**config.mk**
```make
export PLATFORM = sky130hd
export DESIGN_NAME = tone_mixer_gen
export DESIGN_NICKNAME = d
export VERILOG_FILES = /design/src/rtl/tone_mixer_gen.sv
export SDC_FILE = /design/constraint.sdc
export NUM_CORES = 1
export LEC_CHECK = 0
export BUFFER_PORTS_ARGS = -buffer_cell sky130_fd_sc_hd__buf_2
export CAP_MARGIN = 15
export CORE_MARGIN = 1.5
export CORE_UTILIZATION = 45
export DETAILED_ROUTE_END_ITERATION = 16
export PLACE_DENSITY = 0.64
export SLEW_MARGIN = 20
export SYNTH_ARGS = -nofsm -noshare
export SYNTH_HDL_FRONTEND = slang
export SYNTH_SLANG_ARGS = --single-unit
```
**constraint.sdc**
```tcl
create_clock -name CLOCK_50 -period 4.5 [get_ports CLOCK_50]
set_input_delay 0.225 -clock CLOCK_50 [delete_from_list [all_inputs] [get_ports CLOCK_50]]
set_output_delay 0.225 -clock CLOCK_50 [all_outputs]
set_load 0.02 [all_outputs]
```
**src/rtl/tone_mixer_gen.sv**
```systemverilog
// tone_mixer_gen: multi-voice square-wave tone generator mixed into the codec
// sample stream, with saturation to DATA_W and the Audio_Controller read/write
// handshake.
//
// Optional feature macro: TONE_MIC_MUTE_EN adds a mic_mute input. When it is
// high at the capture edge, the captured codec samples are replaced by zero.
//
// Ports:
//   CLOCK_50, resetn            clock, asynchronous active-low reset
//   voice_en                    per-voice enable
//   period_in / amp_in          per-voice half-period / unsigned amplitude, packed by voice
//   audio_in_available          Audio_Controller has an input sample
//   audio_out_allowed           Audio_Controller can take an output sample
//   left/right_channel_audio_in codec input samples
//   read_audio_in               one-cycle pop strobe
//   write_audio_out             one-cycle push strobe
//   left/right_channel_audio_out mixed, saturated samples
//   busy                        high whenever the sequencer is not idle
module tone_mixer_gen #(
   parameter int unsigned NUM_VOICES = 2,
   parameter int unsigned DATA_W     = 32,
   parameter int unsigned PERIOD_W   = 19,
   parameter int unsigned AMP_W      = 24
) (
   input  logic                           CLOCK_50,
   input  logic                           resetn,
`ifdef TONE_MIC_MUTE_EN
   input  logic                           mic_mute,
`endif
   input  logic [NUM_VOICES-1:0]          voice_en,
   input  logic [NUM_VOICES*PERIOD_W-1:0] period_in,
   input  logic [NUM_VOICES*AMP_W-1:0]    amp_in,
   input  logic                           audio_in_available,
   input  logic                           audio_out_allowed,
   input  logic [DATA_W-1:0]              left_channel_audio_in,
   input  logic [DATA_W-1:0]              right_channel_audio_in,
   output logic                           read_audio_in,
   output logic                           write_audio_out,
   output logic [DATA_W-1:0]              left_channel_audio_out,
   output logic [DATA_W-1:0]              right_channel_audio_out,
   output logic                           busy
);

   // Tone sum headroom: 8 voices of a DATA_W-bit magnitude fit in DATA_W+4 bits.
   localparam int unsigned SUM_W = DATA_W + 4;
   localparam int unsigned EXT_W = SUM_W - DATA_W;

   localparam logic signed [SUM_W-1:0] SAT_MAX =
      {{(EXT_W + 1){1'b0}}, {(DATA_W - 1){1'b1}}};
   localparam logic signed [SUM_W-1:0] SAT_MIN =
      {{(EXT_W + 1){1'b1}}, {(DATA_W - 1){1'b0}}};

   localparam logic [1:0] S_IDLE  = 2'd0;
   localparam logic [1:0] S_MIX   = 2'd1;
   localparam logic [1:0] S_WRITE = 2'd2;

   // Per-voice unpacked views of the packed configuration buses.
   logic [PERIOD_W-1:0] period_arr [NUM_VOICES];
   logic [AMP_W-1:0]    amp_arr    [NUM_VOICES];

   always_comb begin
      for (int unsigned v = 0; v < NUM_VOICES; v++) begin
         period_arr[v] = period_in[v*PERIOD_W +: PERIOD_W];
         amp_arr[v]    = amp_in[v*AMP_W +: AMP_W];
      end
   end

   // Voice state: half-cycle counter, output phase and the period latched at the last toggle.
   logic [PERIOD_W-1:0]   cnt_q [NUM_VOICES];
   logic [PERIOD_W-1:0]   per_q [NUM_VOICES];
   logic [NUM_VOICES-1:0] phase_q;
   logic [NUM_VOICES-1:0] active_c;

   always_comb begin
      for (int unsigned v = 0; v < NUM_VOICES; v++) begin
         active_c[v] = voice_en[v] && (per_q[v] != '0);
      end
   end

   // A new period is only adopted at a toggle (or while idle) so half-waves never glitch.
   always_ff @(posedge CLOCK_50 or negedge resetn) begin
      if (!resetn) begin
         for (int unsigned v = 0; v < NUM_VOICES; v++) begin
            cnt_q[v] <= '0;
            per_q[v] <= '0;
         end
         phase_q <= '0;
      end else begin
         for (int unsigned v = 0; v < NUM_VOICES; v++) begin
            if (!active_c[v]) begin
               cnt_q[v]   <= '0;
               phase_q[v] <= 1'b0;
               per_q[v]   <= period_arr[v];
            end else if (cnt_q[v] >= per_q[v]) begin
               cnt_q[v]   <= '0;
               phase_q[v] <= ~phase_q[v];
               per_q[v]   <= period_arr[v];
            end else begin
               cnt_q[v]   <= cnt_q[v] + PERIOD_W'(1);
            end
         end
      end
   end

   // Signed sum of the square waves; idle voices contribute nothing.
   logic signed [SUM_W-1:0] tone_sum_c;
   logic signed [SUM_W-1:0] amp_ext_c;

   always_comb begin
      tone_sum_c = '0;
      amp_ext_c  = '0;
      for (int unsigned v = 0; v < NUM_VOICES; v++) begin
         amp_ext_c = SUM_W'(amp_arr[v]);
         if (active_c[v]) begin
            if (phase_q[v]) tone_sum_c = tone_sum_c + amp_ext_c;
            else            tone_sum_c = tone_sum_c - amp_ext_c;
         end
      end
   end

   // Clamp a widened sum into the DATA_W signed range.
   function automatic logic [DATA_W-1:0] saturate(input logic signed [SUM_W-1:0] x);
      if (x > SAT_MAX)      return {1'b0, {(DATA_W - 1){1'b1}}};
      else if (x < SAT_MIN) return {1'b1, {(DATA_W - 1){1'b0}}};
      else                  return x[DATA_W-1:0];
   endfunction

   // Captured transaction operands.
   logic [DATA_W-1:0]       cap_l_q, cap_r_q;
   logic [DATA_W-1:0]       cap_l_d, cap_r_d;
   logic signed [SUM_W-1:0] cap_tone_q;

`ifdef TONE_MIC_MUTE_EN
   assign cap_l_d = mic_mute ? '0 : left_channel_audio_in;
   assign cap_r_d = mic_mute ? '0 : right_channel_audio_in;
`else
   assign cap_l_d = left_channel_audio_in;
   assign cap_r_d = right_channel_audio_in;
`endif

   logic signed [SUM_W-1:0] mix_l_c, mix_r_c;

   always_comb begin
      mix_l_c = $signed({{EXT_W{cap_l_q[DATA_W-1]}}, cap_l_q}) + cap_tone_q;
      mix_r_c = $signed({{EXT_W{cap_r_q[DATA_W-1]}}, cap_r_q}) + cap_tone_q;
   end

   // Handshake sequencer.
   logic [1:0] state_q, state_d;
   logic       read_q, read_d;
   logic       write_q, write_d;
   logic       busy_q, busy_d;
   logic       cap_en_c, out_en_c;

   always_ff @(posedge CLOCK_50 or negedge resetn) begin
      if (!resetn) begin
         state_q <= S_IDLE;
         read_q  <= 1'b0;
         write_q <= 1'b0;
         busy_q  <= 1'b0;
      end else begin
         state_q <= state_d;
         read_q  <= read_d;
         write_q <= write_d;
         busy_q  <= busy_d;
      end
   end

   // WRITE holds until the push pulse has been issued; the pulse cycle itself returns to IDLE.
   always_comb begin
      state_d  = state_q;
      read_d   = 1'b0;
      write_d  = 1'b0;
      cap_en_c = 1'b0;
      out_en_c = 1'b0;
      case (state_q)
         S_IDLE: begin
            if (audio_in_available && audio_out_allowed) begin
               state_d  = S_MIX;
               read_d   = 1'b1;
               cap_en_c = 1'b1;
            end
         end
         S_MIX: begin
            out_en_c = 1'b1;
            write_d  = audio_out_allowed;
            state_d  = S_WRITE;
         end
         S_WRITE: begin
            if (write_q) state_d = S_IDLE;
            else         write_d = audio_out_allowed;
         end
         default: state_d = S_IDLE;
      endcase
      busy_d = (state_d != S_IDLE);
   end

   // Capture and output datapath registers.
   always_ff @(posedge CLOCK_50 or negedge resetn) begin
      if (!resetn) begin
         cap_l_q                 <= '0;
         cap_r_q                 <= '0;
         cap_tone_q              <= '0;
         left_channel_audio_out  <= '0;
         right_channel_audio_out <= '0;
      end else begin
         if (cap_en_c) begin
            cap_l_q    <= cap_l_d;
            cap_r_q    <= cap_r_d;
            cap_tone_q <= tone_sum_c;
         end
         if (out_en_c) begin
            left_channel_audio_out  <= saturate(mix_l_c);
            right_channel_audio_out <= saturate(mix_r_c);
         end
      end
   end

   assign read_audio_in   = read_q;
   assign write_audio_out = write_q;
   assign busy            = busy_q;

endmodule

```
==> flow_summary.toml <==
[setup_path]
endpoint_kind = "register"
worstSetupStartpointType = "register"
required_ns = 4.96
cpPeakStageDelay_ns = 0.45
cp_slowest_cell = "dfrtp_1"
worstPathMaxFanout = 28
worstSetupPathType = "register to register"
crit_family = "compound AO/OA/AOI/OAI gates"
path_buf_inv = 2
r2r_setup_slack_ns = 0.25
crit_path_frequent_cell = "a21o_1"
crit_chain = "nor4_4 > nand4_1 > o41ai_4 > buf_12 > a21oi_1 > ha_1 > a21o_1 > a21o_1 > a211o_1 > a21o_1 > a211o_1 > a41oi_1 > buf_4 > o21ai_1 > xor2_1 > a221o_1"
arrival_ns = 4.71

[clock_tree]
ctsHtreeMaxLevel = 1
tritoncts = "built"
clk_latency_ns = 0.60
cts_sinks = 247
clk_pin_slew_ns = 0.06
clockBufferDepth = 3
cts_inserted_buffers = 29
cts-root-buf = "clkbuf_16"

[sta]
drv_slew = 0
setup_tns_ns = 0
max_freq_mhz = 235
finClkSkew_ns = 0.0389
slew_headroom_pct = 35.7
final_hold_viol_count = 0
tightest_slew_ns = 0.964
finalSetupViolations = 0
fin_crit_sh_pct = 94.5
min_period_ns = 4.25
timing.hold.ws_ns = 0.156

[drt]
drt-vias-per-instance = 5.60
finalWirelength_mm = 53.4
first_iter_violations = 1066
firstDrtPassIters = 5
num_vias = 16234
drc = 0
ant_nets = 0
wl_per_cell_um = 18.4

[grt]
gr-total-overflow = 0
first_global_vias = 15806
grt_pass1_wl_mm = 85.0
antenna_found_initial = 1
grt_max_degree = 122
grtUsageTotal_pct = 26.0

[finish]
area_growth_pct = 22.0
post-route-util_pct = 55.9
fin_area_sq_um = 21700
final_layout_size_suffix_gt1_share_pct = 15.8
fin_nets = 2666
fillers = 3528

[yosys]
yosys.area_share.adder_pct = 11.0
synth-compound-area-share_pct = 20.9
syn-cell-area_sq_um = 17700
synthesis.instances = 2052
synth_flop_cell = "dfrtp_1"
synth-edff-count = 0
synth-simple-area-share_pct = 18.5
ys_types = 83
synth_warnings = 0
synth_top_family_by_area = "compound AO/OA/AOI/OAI gates"
syn-num-nets = 2362
syn-mean-instance-area_sq_um = 8.65
synthArstFlopShare_pct = 100
synth-xor-area-share_pct = 7.99
seq_area_frac_synth_pct = 34.8
synth_mux_area_share_pct = 2.83
ys_ff_latch = 247

[placement]
routabilityCongestion = 0.939
io_buffers = 222
postPlaceCellArea_sq_um = 19500
dp_hpwl_mm = 40.1

[pwr]
p_leak_uw = 0.0105
power.density_nw_per_um2 = 713
peakVddDrop_mv = 0.397

[worst_hold_path]
hp-class = "input port to register"

[floorplanning]
die_x_um = 202
coreArea_sq_um = 38700
die-height_um = 202
initial_core_util_pct = 45.8
io_pins = 223
dieArea_sq_um = 40600
rows = 72

[status]
status = "finished, final reports clean"

[job]
drv_cap = 0
worst reg2reg max path, delay by kind of cell (launching register included):
family / cells / cell delay [ns]
buffers and inverters: 2 / 0.39
AND/OR/NAND/NOR: 2 / 0.48
flip-flops: 1 / 0.45
AO/OA/AOI/OAI: 10 / 2.27
adder cells (fa/ha/maj): 1 / 0.37
XOR/XNOR: 1 / 0.16
state kept, by name, summed over array words and instances, names as in the netlist:
register and cells:
phase_q 2, cap_l_q 32, left_channel_audio_out 32, state_q 2, cap_r_q 32, right_channel_audio_out 32, busy 1, read_audio_in 1
cap_tone_q 36, cnt_q 38, per_q 38, write_audio_out 1
metrics by stage:
step	power (uW)	setup WS [ns]	cells
after global routing	16600	-0.0124	2898
final	15400	0.247	2898
after floorplan	10100	0.388	2052
after detailed placement	12600	-0.0425	2739
after CTS	15400	0.109	2897
after global placement	12500	-0.00555	2739
where the power goes:
group / total (uW) / internal [uW] / switching [uW] / leakage (uW)
clock: 2620 / 1590 / 1030 / 0.000521
sequential: 3860 / 3050 / 809 / 0.00306
combinational: 8950 / 3620 / 5330 / 0.00692
logic make-up after synthesis:
family | Yosys count
AO/OA/AOI/OAI | 542
AND/OR/NAND/NOR | 729
XOR/XNOR | 161
multiplexers | 45
flip-flops | 247
adder cells (fa/ha/maj) | 154
buffers and inverters | 174
area by class of cell:
| class | count | area [sq um] | area share, % |
|---|---|---|---|
| Multi-Input combinational cell | 1631 | 11000 | 50.7 |
| Sequential cell | 247 | 6180 | 28.5 |
| Timing Repair Buffer | 360 | 2450 | 11.3 |
| Clock buffer | 35 | 778 | 3.59 |
| Tap cell | 518 | 648 | 2.99 |
| Inverter | 87 | 327 | 1.51 |
| Clock inverter | 19 | 289 | 1.33 |
| Antenna cell | 1 | 2.50 | 0.0116 |
per-layer routing:
| metal | GRT usage, % | share of wire (%) | wire [um] | up-vias |
|---|---|---|---|---|
| met5 | 0 | 0 | 0 | - |
| met4 | 9.20 | 3.3 | 1770 | 0 |
| met3 | 3.30 | 5.5 | 2910 | 86 |
| met2 | 39.7 | 43 | 23100 | 461 |
| met1 | 37.8 | 48 | 25600 | 7722 |
| li1 | - | - | - | 7965 |
what timing repair did:
action | CTS | global route
hold endpoints to repair | 222 | 0
setup endpoints to repair | 0 | 9
setup buffers | 0 | 0
hold buffers | 104 | 0
gates resized for setup | 0 | 5
path summary, 6_finish.rpt:
| path | cells after the start | end | startpoint |
|---|---|---|---|
| min in group asynchronous | 2 | right_channel_audio_out[19]$_DFFE_PN0N_ | resetn |
| max in group asynchronous | 3 | cnt_q[1]$_DFF_PN0_ | resetn |
| setup / recovery | 16 | cap_tone_q[31]$_DFFE_PN0P_ | per_q[30]$_DFFE_PN0P_ |
| hold / removal | 5 | cap_tone_q[4]$_DFFE_PN0P_ | amp_in[4] |
| setup reg to reg | 16 | cap_tone_q[31]$_DFFE_PN0P_ | per_q[30]$_DFFE_PN0P_ |
| hold reg to reg | 2 | cap_l_q[4]$_DFFE_PN0P_ | cap_l_q[4]$_DFFE_PN0P_ |
cell usage after synthesis, types with 9 or more instances:
master,n,area (sq um)
nand2_1,315,1180
dfrtp_1,247,6180
nor2_1,186,698
a21oi_1,167,836
ha_1,151,1890
inv_1,86,323
o21ai_0,80,400
xnor2_1,80,701
xor2_1,80,701
a221o_1,66,661
clkbuf_1,62,233
a21o_1,54,405
nor3_1,35,175
nand3_1,33,165
mux2_2,31,349
a31oi_1,30,188
and3_1,28,175
nand4_1,28,175
nor2b_1,22,138
nor4_1,20,125
o21bai_1,18,135
o21a_1,17,128
o21ai_1,16,80.1
nand2b_1,14,87.6
buf_2,12,60.1
a211oi_1,11,82.6
mux2_1,11,124
buf_1,9,33.8
layout by cell type, fill, tap and decap left out, drive strengths merged, types with 42 or more instances in the layout:
cell / n
a21o: 54
a21oi: 168
a221o: 66
buf: 256
dfrtp: 247
dlygate4sd3: 104
ha: 151
inv: 89
mux2: 42
nand2: 315
nor2: 187
o21ai: 96
xnor2: 80
xor2: 81
(Power assumes the default switching activity.)
